$ cat src/rtl/filtro_antirrebote.sv
// filtro_antirrebote: per-bit synchroniser and debounce filter for raw
// push-button and switch inputs. The registered Entrada bus feeds the
// sum-of-products block, so that logic only ever sees clean levels that are
// aligned to Reloj.
//
// Parameters
//   ANCHO          number of independent input bits
//   CUENTA_ESTABLE consecutive differing cycles needed before a level change (>= 2)
// Ports
//   Reloj        system clock, rising edge
//   Reset        asynchronous, active-high; clears all state
//   EntradaCruda raw, bouncy, asynchronous inputs
//   Entrada      debounced registered levels
//   Subida       one-cycle pulse per bit on a 0->1 change of Entrada
//   Bajada       one-cycle pulse per bit on a 1->0 change of Entrada
//   Estable      high when no bit has a transition pending (all counters zero)

// filtro_canal: a single debounce channel.
//   cruda   raw input bit
//   nivel   filtered level
//   subida  rise pulse
//   bajada  fall pulse
//   ocupado counter non-zero (transition pending)
module filtro_canal #(
  parameter int CUENTA_ESTABLE = 50000
) (
  input  logic Reloj,
  input  logic Reset,
  input  logic cruda,
  output logic nivel,
  output logic subida,
  output logic bajada,
  output logic ocupado
);
  localparam int CW = (CUENTA_ESTABLE > 2) ? $clog2(CUENTA_ESTABLE) : 1;
  localparam logic [CW-1:0] TERMINAL = CW'(CUENTA_ESTABLE - 1);

  logic          s1, s2;
  logic [CW-1:0] cnt, cnt_nxt;
  logic          nivel_nxt, subida_nxt, bajada_nxt;

  // Two-flop synchroniser; only s2 is safe to use.
  always_ff @(posedge Reloj or posedge Reset) begin
    if (Reset) begin
      s1 <= 1'b0;
      s2 <= 1'b0;
    end else begin
      s1 <= cruda;
      s2 <= s1;
    end
  end

  // Any sample that agrees with the filtered level restarts the run, so a
  // single bounce anywhere before the terminal count is rejected.
  always_comb begin
    cnt_nxt    = '0;
    nivel_nxt  = nivel;
    subida_nxt = 1'b0;
    bajada_nxt = 1'b0;
    if (s2 != nivel) begin
      if (cnt == TERMINAL) begin
        nivel_nxt  = s2;
        subida_nxt = s2;
        bajada_nxt = ~s2;
      end else begin
        cnt_nxt = cnt + CW'(1);
      end
    end
  end

  always_ff @(posedge Reloj or posedge Reset) begin
    if (Reset) begin
      cnt    <= '0;
      nivel  <= 1'b0;
      subida <= 1'b0;
      bajada <= 1'b0;
    end else begin
      cnt    <= cnt_nxt;
      nivel  <= nivel_nxt;
      subida <= subida_nxt;
      bajada <= bajada_nxt;
    end
  end

  assign ocupado = |cnt;
endmodule

module filtro_antirrebote #(
  parameter int ANCHO          = 4,
  parameter int CUENTA_ESTABLE = 50000
) (
  input  logic             Reloj,
  input  logic             Reset,
  input  logic [ANCHO-1:0] EntradaCruda,
  output logic [ANCHO-1:0] Entrada,
  output logic [ANCHO-1:0] Subida,
  output logic [ANCHO-1:0] Bajada,
  output logic             Estable
);
  logic [ANCHO-1:0] ocupado;

  // Channels are fully independent; one instance per bit.
  filtro_canal #(.CUENTA_ESTABLE(CUENTA_ESTABLE)) u_canal [ANCHO-1:0] (
    .Reloj   (Reloj),
    .Reset   (Reset),
    .cruda   (EntradaCruda),
    .nivel   (Entrada),
    .subida  (Subida),
    .bajada  (Bajada),
    .ocupado (ocupado)
  );

  // NOR over every counter bit of every channel.
  assign Estable = ~|ocupado;
endmodule

$ cat config.mk
export PLATFORM = sky130hd
export DESIGN_NAME = filtro_antirrebote
export DESIGN_NICKNAME = d
export VERILOG_FILES = /design/src/rtl/filtro_antirrebote.sv
export SDC_FILE = /design/constraint.sdc
export NUM_CORES = 1
export LEC_CHECK = 0
export CORE_ASPECT_RATIO = 0.5
export CORE_MARGIN = 5
export CORE_UTILIZATION = 30
export CTS_BUF_LIST = sky130_fd_sc_hd__clkbuf_4 sky130_fd_sc_hd__clkbuf_8
export DETAILED_ROUTE_END_ITERATION = 12
export PLACE_DENSITY = 0.53
export SLEW_MARGIN = 15
export SYNTH_ARGS = -nofsm -noshare
export SYNTH_HDL_FRONTEND = slang
export SYNTH_SLANG_ARGS = --single-unit
$ cat constraint.sdc
create_clock -name Reloj -period 2.6 [get_ports Reloj]
set_clock_uncertainty 0.05 [all_clocks]
set_input_delay 0.52 -clock Reloj [delete_from_list [all_inputs] [get_ports Reloj]]
set_output_delay 0.52 -clock Reloj [all_outputs]
set_load 0.02 [all_outputs]
==> results of run 1 <==
==> power by group through the flow <==
stage	combinational (mW)	clock [mW]	sequential [mW]
final	0.147	1.01	1.34
after global routing	0.168	1.11	1.34
after CTS	0.149	1.05	1.34
after detailed placement	0.146	0	1.37
after global placement	0.145	0	1.36
after floorplan	0.0757	0	1.37
==> worst reg2reg max path, cell delays in order, from the launching register on <==
cell	delay, ns
dfrtp_1	0.39
or4_4	0.56
buf_4	0.15
or4_4	0.59
mux2_4	0.32
==> worst paths after layout <==
path,from,end,slack [ns],cells past startpoint
worst min register to register,u_canal[2].s1,u_canal[2].s2,0.30,0
worst max register to register,u_canal[2].cnt[4],u_canal[2].nivel,0.43,4
max in group asynchronous,Reset,u_canal[3].cnt[8],1.41,3
worst min-delay path,u_canal[2].s1,u_canal[2].s2,0.30,0
min in group asynchronous,Reset,u_canal[2].bajada,0.43,2
worst max-delay path,u_canal[3].cnt[10],Estable,0.02,5
==> cell type report <==
cell class	count	area (µm²)
Timing Repair Buffer	85	697
Sequential cell	84	2100
Clock buffer	13	179
Multi-Input combinational cell	272	1780
Clock inverter	3	42.5
Inverter	19	75.1
Tap cell	170	213
Fill cell	1268	7830
==> metal layers <==
layer | track usage [%] | routed length (µm)
met4 | 3.36 | 114
met1 | 14.9 | 4300
met5 | 0 | 0
met3 | 3.08 | 232
met2 | 16.9 | 3630
==> registers in the layout (all words and copies together) (netlist names) <==
| register | flops |
|---|---|
| u_canal.bajada | 4 |
| u_canal.cnt | 64 |
| u_canal.s2 | 4 |
| u_canal.s1 | 4 |
| u_canal.nivel | 4 |
| u_canal.subida | 4 |
==> layout by cell type (no fill, tap or decap) <==
cell type         n
a21oi_1           1
a31o_2            1
and2_1            2
and3_1            7
and3_2            1
and4_1            5
and4b_1           1
buf_12            1
buf_4            66
buf_6             1
bufinv_16         1
clkbuf_8         13
clkdlybuf4s50_1  17
clkinv_2          1
clkinvlp_4        2
dfrtp_1          84
ha_1              8
inv_1            18
mux2_2            2
mux2_4            2
nand2_1          13
nand2_4           2
nand3_1          23
nand4_1          24
nor2_1           70
nor3_1           11
nor3b_1           8
nor4_1           22
nor4_2            1
nor4_4            1
nor4b_2           1
nor4b_4           1
or3_1             2
or4_4             4
xnor2_1          42
xor2_1           17
==> kinds of logic (layout without fill, tap and decap cells) <==
group,count (synthesis),count (layout)
fa+ha+maj,8,8
xor+xnor,59,59
mux,4,4
compound gates,2,2
flops,84,84
simple gates,199,199
buf+inv,37,120
==> through the flow <==
step / hold slack, ns / setup TNS (ns)
floorplan: 0.281 / 0
global placement: 0.282 / -0.232
detailed placement: 0.287 / -0.273
CTS: 0.306 / -0.0693
global route: 0.313 / -0.0986
finish: 0.302 / 0
==> cells in the mapped netlist, types with 3 or more instances <==
library cell   n  share of area, %
nand4_1       24               3.7
and3_1         7               1.1
nand2_1       13               1.2
ha_1           8               2.5
and4_1         5               1.1
nor3b_1        8               1.5
nor4_1        24               3.7
xnor2_1       42               9.1
clkbuf_1       4              0.37
buf_4         12               2.2
nor3_1        11               1.4
or4_4          3              0.84
nor2_1        70               6.5
xor2_1        17               3.7
dfrtp_1       84                52
inv_1         19               1.8
nand3_1       23               2.9
==> timing repair <==
item | 4_1_cts | 5_1_grt
setup buffers | 1 | 0
pin swaps | 2 | 1
hold buffers | 0 | 0
resized for setup | 9 | 4
setup endpoints to repair | 1 | 1
==> flow_summary.toml, run 1 <==
[finish]
antennaDiodeCount = 0
syn_to_final_growth_pct = 26.1
drive_above_1_share_pct = 21.2
fin_area_mm2 = 0.00509
fin_cells = 646
fin_util_pct = 39.4
nets = 485

[timing]
rsz0062_at_grt = "yes"
drv_slew = 0
setup_viol_count_final = 0
fmax_mhz = 388
slew-limit-headroom_pct = 62.3
setup_ws_ns = 0.0195
finalHoldViolCount = 0
final.min_clock_period_ns = 2.58
worstMarginPinSlew_ns = 0.564
fin_crit_sh_pct = 99.3

[routing]
wl_per_cell_um = 12.8
vias = 2989
ant_nets = 0
first_iter_violations = 160
dr.pass1.iters = 4
drt-total-wl_um = 8280
routed_via_density = 4.63
drc = 0

[synthesis]
synth_fa_ha_area_share_pct = 2.48
synth_area_mm2 = 0.00404
syn_inst = 393
synth-xor-area-share_pct = 12.8
yosysWarningCount = 0
synthSimpleGateAreaFrac_pct = 26.1
synth_cell_types = 29
synth_edf_count = 0
synth_nets = 407
avgSynthCellArea_um2 = 10.3
synth_mux_area_share_pct = 1.30
async_flop_share_pct = 100
synth_flop_cell = "dfrtp_1"
ys_ff_latch = 84
ys_seq_area_share_pct = 52.1
synth_compound_area_share_pct = 0.341
synth_top_family_by_area = "simple AND/OR/NAND/NOR gates"

[setup_path]
start_kind = "flop"
cpLargestDelayFamily = "simple AND/OR/NAND/NOR gates"
arrival_ns = 2.01
crit_chain = "or4_4 -> nor4_4 -> nor4b_4 -> buf_4 -> buf_6"
cp_max_fo = 2
max_stage_delay_ns = 0.56
cp-end-kind = "output port"
cp_slowest_cell = "or4_4"
timing.critical_path.buf_inv = 2
worstSetupPathType = "reg2out"
cp.required_ns = 2.03

[run_status]
status = "complete, no violations"

[floorplanning]
io_pins = 19
die_x_um = 174
rows = 29
start_util_pct = 31.3
design.die.area_mm2 = 0.0160
chipHeight_um = 92.0
design.core.area_mm2 = 0.0129

[placed_design]
dp.cells = 629
place.gp.congestion = 0.810
dpl.hpwl_um = 5790
placed_area_mm2 = 0.00481
place_ws_ns = -0.273
port_buffers = 18

[power_and_ir_drop]
internal-power_mw = 1.94
swShare_pct = 22.5
clockPowerShare_pct = 40.5
pwr-share-seq_pct = 53.6
p_comb_share_pct = 5.9
p_sw_uw = 562
power.density_mw_per_mm2 = 491
ir_drop_mv = 0.207
power.total_mw = 2.50
leakage_nw = 2.23

[global_routing]
overflow = 0
grt_pass1_wl_um = 14200
first_global_vias = 2972
grt_start_max_net_pins = 71
grt_usage_pct = 10.9
antenna_found_initial = 0

[clock_tree]
cts_root_buffer = "clkbuf_8"
h-tree-depth = 3
cts_tree = "yes"
path_clk_slew_ns = 0.08
clock_sinks = 84
cts_made_buffers = 9
clockBufferDepth = 2
clk_latency_ns = 0.36

[flow_run]
maxCapViolCount = 0

[hold_path]
hold_class = "reg2reg"
Power figures use the tool's default switching activity.
==> run 2, diff against run 1 <==
--- a/config.mk
+++ b/config.mk
@@ -7,10 +7,10 @@
 export LEC_CHECK = 0
 export CORE_ASPECT_RATIO = 0.5
 export CORE_MARGIN = 5
-export CORE_UTILIZATION = 30
+export CORE_UTILIZATION = 55
 export CTS_BUF_LIST = sky130_fd_sc_hd__clkbuf_4 sky130_fd_sc_hd__clkbuf_8
 export DETAILED_ROUTE_END_ITERATION = 12
-export PLACE_DENSITY = 0.53
+export PLACE_DENSITY = 0.83
 export SLEW_MARGIN = 15
 export SYNTH_ARGS = -nofsm -noshare
 export SYNTH_HDL_FRONTEND = slang
==> run 2 against run 1 <==
The run now ends with negative setup slack left. Global-route usage increased by 9.0 points. Final cell count is 12% lower. Critical path depth shrank 1. Combinational power about the same. Maximum frequency shrank 0.90%.
==> flow_summary.toml, run 2 (synthesis gave the netlist of run 1 again) <==
[run_status]
status = "finished with violations"
violations = "negative setup slack"

[placed_design]
port_buffers = 18
place_ws_ns = -0.312
dp.cells = 549
dpl.hpwl_um = 5990
placed_area_mm2 = 0.00469
place.gp.congestion = 0.847

[clock_tree]
clk_latency_ns = 0.36
clockBufferDepth = 2
cts_hold_buf = 0
h-tree-depth = 3
cts_root_buffer = "clkbuf_8"
cts_made_buffers = 9
cts_tree = "yes"
path_clk_slew_ns = 0.08
clock_sinks = 84

[finish]
regMostFlops = "u_canal.cnt"
fin_util_pct = 69.0
fin_area_mm2 = 0.00500
final_cell_mix = "dfrtp_1, nor2_1, buf_4, xnor2_1, nand4_1"
final_common_cell = "dfrtp_1"
nets = 482
antennaDiodeCount = 0
largest_register_ffs = 64
fin_cells = 569
drive_above_1_share_pct = 20.7
syn_to_final_growth_pct = 23.8

[setup_path]
cpLargestDelayFamily = "simple AND/OR/NAND/NOR gates"
cp.required_ns = 2.03
cp_max_fo = 2
crit_chain = "or4_4 -> nor4_4 -> nor4b_4 -> buf_4"
worstSetupPathType = "reg2out"
cp-end-kind = "output port"
arrival_ns = 2.03
timing.critical_path.buf_inv = 1
cp_slowest_cell = "or4_4"
max_stage_delay_ns = 0.56
start_kind = "flop"

[routing]
drt-total-wl_um = 9020
ant_nets = 0
drc = 0
vias = 3215
routed_via_density = 5.65
wl_per_cell_um = 15.9
dr.pass1.iters = 5
first_iter_violations = 341

[timing]
finalHoldViolCount = 0
fin_crit_sh_pct = 100
worstMarginPinSlew_ns = 0.538
setup_ws_ns = -0.00405
setup_viol_count_final = 1
setup-tns-final_ns = -0.00405
fmax_mhz = 384
rsz0062_at_grt = "yes"
final.min_clock_period_ns = 2.60
slew-limit-headroom_pct = 64.1
drv_slew = 0
whs_ns = 0.302

[global_routing]
grt_start_max_net_pins = 58
grt_pass1_wl_um = 15100
overflow = 0
grt_usage_pct = 19.9
antenna_found_initial = 0
first_global_vias = 3217

[floorplanning]
rows = 22
die_x_um = 131
chipHeight_um = 70.6
design.core.area_mm2 = 0.00724
design.die.area_mm2 = 0.00926
io_pins = 19
start_util_pct = 55.8

[power_and_ir_drop]
power.density_mw_per_mm2 = 514
power.total_mw = 2.57
leakage_nw = 2.23
ir_drop_mv = 0.289

[hold_path]
hold_class = "reg2reg"

[flow_run]
maxCapViolCount = 0
-- run 2: cell types whose count changed in the layout (fill, tap and decap cells not counted) --
cell / delta
or3_4: +1
bufinv_16: +1
clkbuf_8: -1
buf_4: -3
clkinvlp_4: -1
nor4_2: -1
or3_1: -1
buf_6: -1
clkinv_2: +1
nor4_1: +1
buf_12: +1
-- run 2: routing by layer --
| metal | vias up | track usage (%) | share of wire, % |
|---|---|---|---|
| met3 | 31 | 5.04 | 5.3 |
| met4 | 0 | 8.41 | 2.6 |
| met5 | - | 0 | 0 |
| met1 | 1588 | 24.8 | 43 |
| li1 | 1494 | - | - |
| met2 | 102 | 33.4 | 49 |
-- run 2: area by class of cell --
type,instances,area (µm²)
Clock buffer,12,165
Tap cell,96,120
Sequential cell,84,2100
Inverter,19,75.1
Clock inverter,4,70.1
Timing Repair Buffer,82,683
Multi-Input combinational cell,272,1780
Fill cell,494,2240
-- run 2: where the power goes --
group	switching (mW)	internal, mW
combinational	0.0890	0.0607
sequential	0.0136	1.33
clock	0.464	0.616
-- run 2: path summary, 6_finish.rpt --
path | slack (ns) | start | end | depth (start not counted)
setup / recovery | -0.004 | u_canal[3].cnt[12] | Estable | 4
hold / removal | 0.30 | u_canal[3].s1 | u_canal[3].s2 | 0
setup reg to reg | 0.53 | u_canal[2].cnt[5] | u_canal[2].nivel | 3
hold reg to reg | 0.30 | u_canal[3].s1 | u_canal[3].s2 | 0
max in group asynchronous | 1.68 | Reset | u_canal[1].s1 | 3
min in group asynchronous | 0.52 | Reset | u_canal[2].bajada | 3
-- run 2: what timing repair did --
item / in CTS / in global routing
setup endpoints to repair: 1 / 1
buffers inserted: 1 / 3
pin swaps: 2 / 2
gates resized for setup: 10 / 3
-- run 2: worst reg2reg max path: stages (launching register included) --
cell	delay, ns
dfrtp_1	0.39
or4_4	0.57
or4_4	0.62
mux2_4	0.33
==> run 3, diff against run 2 <==
--- a/config.mk
+++ b/config.mk
@@ -5,12 +5,14 @@
 export SDC_FILE = /design/constraint.sdc
 export NUM_CORES = 1
 export LEC_CHECK = 0
+export CELL_PAD_IN_SITES_DETAIL_PLACEMENT = 1
+export CELL_PAD_IN_SITES_GLOBAL_PLACEMENT = 1
 export CORE_ASPECT_RATIO = 0.5
 export CORE_MARGIN = 5
-export CORE_UTILIZATION = 55
+export CORE_UTILIZATION = 45
 export CTS_BUF_LIST = sky130_fd_sc_hd__clkbuf_4 sky130_fd_sc_hd__clkbuf_8
 export DETAILED_ROUTE_END_ITERATION = 12
-export PLACE_DENSITY = 0.83
+export PLACE_DENSITY = 0.84
 export SLEW_MARGIN = 15
 export SYNTH_ARGS = -nofsm -noshare
 export SYNTH_HDL_FRONTEND = slang
==> run 3 against run 2 <==
The run still ends with negative setup slack left. Die area grew 20%. Setup slack lost 0.12 ns. Clock power fell by 9%. Critical endpoint unchanged. Largest cell class unchanged.
==> flow_summary.toml, run 3 (synthesis gave the netlist of run 1 again) <==
[run_status]
status = "finished with violations"
violations = "negative setup slack"

[floorplanning]
io_pins = 19
chipHeight_um = 77.0
rows = 24
design.die.area_mm2 = 0.0111
start_util_pct = 46.2
design.core.area_mm2 = 0.00874
die_x_um = 144

[finish]
final_cell_mix = "dfrtp_1, nor2_1, buf_4, xnor2_1, nand4_1"
fillCellCount = 944
largest_register_ffs = 64
antennaDiodeCount = 0
nets = 484
drive_above_1_share_pct = 21.7
final_common_cell = "dfrtp_1"
syn_to_final_growth_pct = 24.4
regMostFlops = "u_canal.cnt"

[timing]
final.min_clock_period_ns = 2.72
rsz0062_at_grt = "yes"
slew-limit-headroom_pct = 58.7
setup_ws_ns = -0.119
setup_viol_count_final = 1
worstMarginPinSlew_ns = 0.618
fin_crit_sh_pct = 105
finalHoldViolCount = 0
whs_ns = 0.327
fmax_mhz = 368
drv_slew = 0

[routing]
vias = 3532
first_iter_violations = 279
wl_per_cell_um = 23.3
routed_via_density = 5.97
drt-total-wl_um = 13800
dr.pass1.iters = 4
ant_nets = 0
drc = 0

[power_and_ir_drop]
leakage_nw = 2.21
ir_drop_mv = 0.201
pwr-share-seq_pct = 53.9
p_sw_uw = 655
power.density_mw_per_mm2 = 497
swShare_pct = 26.3
internal-power_mw = 1.84
p_comb_share_pct = 6.9
clockPowerShare_pct = 39.2

[clock_tree]
clk_latency_ns = 0.38
cts_tree = "yes"
cts_root_buffer = "clkbuf_8"
cts_made_buffers = 9
clockBufferDepth = 2
clock_sinks = 84
path_clk_slew_ns = 0.10
h-tree-depth = 3
cts_hold_buf = 0

[global_routing]
first_global_vias = 3777
grt_usage_pct = 22.8
grt_start_max_net_pins = 55
overflow = 0
antenna_found_initial = 0
grt_pass1_wl_um = 19700

[placed_design]
place.gp.congestion = 0.783
dpl.hpwl_um = 7740
port_buffers = 18
place_ws_ns = -0.346

[setup_path]
arrival_ns = 2.15
timing.critical_path.buf_inv = 2
max_stage_delay_ns = 0.51
cp-end-kind = "output port"
r2r.worst_path.cells = 7
cp_slowest_cell = "dfrtp_1"
cp_max_fo = 5
cpLargestDelayFamily = "simple AND/OR/NAND/NOR gates"
path_depth = 5
crit_chain = "nor4_1 -> nand4_1 -> nor4b_4 -> buf_4 -> buf_6"
worstSetupPathType = "reg2out"
cp.required_ns = 2.03
start_kind = "flop"

[hold_path]
hold_class = "reg2reg"
hold-path-cell-count = 0

[flow_run]
maxCapViolCount = 0
-- run 3: cell type report --
cell class / instances / area, µm² / area share (%)
Inverter: 19 / 75.1 / 1.49
Multi-Input combinational cell: 272 / 1810 / 36.0
Tap cell: 117 / 146 / 2.91
Clock buffer: 9 / 124 / 2.47
Timing Repair Buffer: 84 / 689 / 13.7
Sequential cell: 84 / 2100 / 41.9
Clock inverter: 7 / 76.3 / 1.52
-- run 3: through the flow --
step / utilization [%] / std cells / instance area [µm²] / power [mW] / setup TNS, ns
finish: 57.5 / 592 / 5020 / 2.50 / -0.119
global route: 57.5 / 592 / 5020 / 2.59 / -0.161
CTS: 56.6 / 588 / 4950 / 2.47 / -0.128
detailed placement: 53.9 / 571 / 4710 / 1.51 / -0.346
global placement: 53.9 / 571 / 4710 / 1.50 / -0.279
floorplan: - / 393 / 4040 / 1.45 / 0
-- run 3: final timing paths --
| check | start | to | slack, ns |
|---|---|---|---|
| max | u_canal[1].cnt[3] | Estable | -0.12 |
| min | u_canal[2].s1 | u_canal[2].s2 | 0.33 |
| max reg2reg | u_canal[0].cnt[0] | u_canal[0].cnt[2] | 0.24 |
| min reg2reg | u_canal[2].s1 | u_canal[2].s2 | 0.33 |
| max in group asynchronous | Reset | u_canal[3].cnt[2] | 1.45 |
| min in group asynchronous | Reset | u_canal[0].bajada | 0.44 |
-- run 3: timing repair --
| item | in CTS | in global routing |
|---|---|---|
| endpoints found under the setup margin | 1 | 1 |
| pin swaps | 2 | 4 |
| buffers inserted | 1 | 4 |
| gates resized for setup | 10 | 7 |
-- run 3: metal layers --
| metal | track usage, % | vias to the layer above | wire, µm |
|---|---|---|---|
| met5 | 0 | - | 0 |
| met4 | 8.46 | 0 | 690 |
| li1 | - | 1497 | - |
| met2 | 39.7 | 160 | 6940 |
| met3 | 5.53 | 59 | 595 |
| met1 | 27.3 | 1816 | 5550 |
-- run 3: power by group through the flow --
stage                     logic (mW)  clock network (mW)  registers (mW)
final                          0.172               0.978            1.35
after global routing           0.187                1.05            1.35
after CTS                      0.158               0.967            1.34
after global placement         0.139                   0            1.36
after detailed placement       0.148                   0            1.37
after floorplan               0.0757                   0            1.37
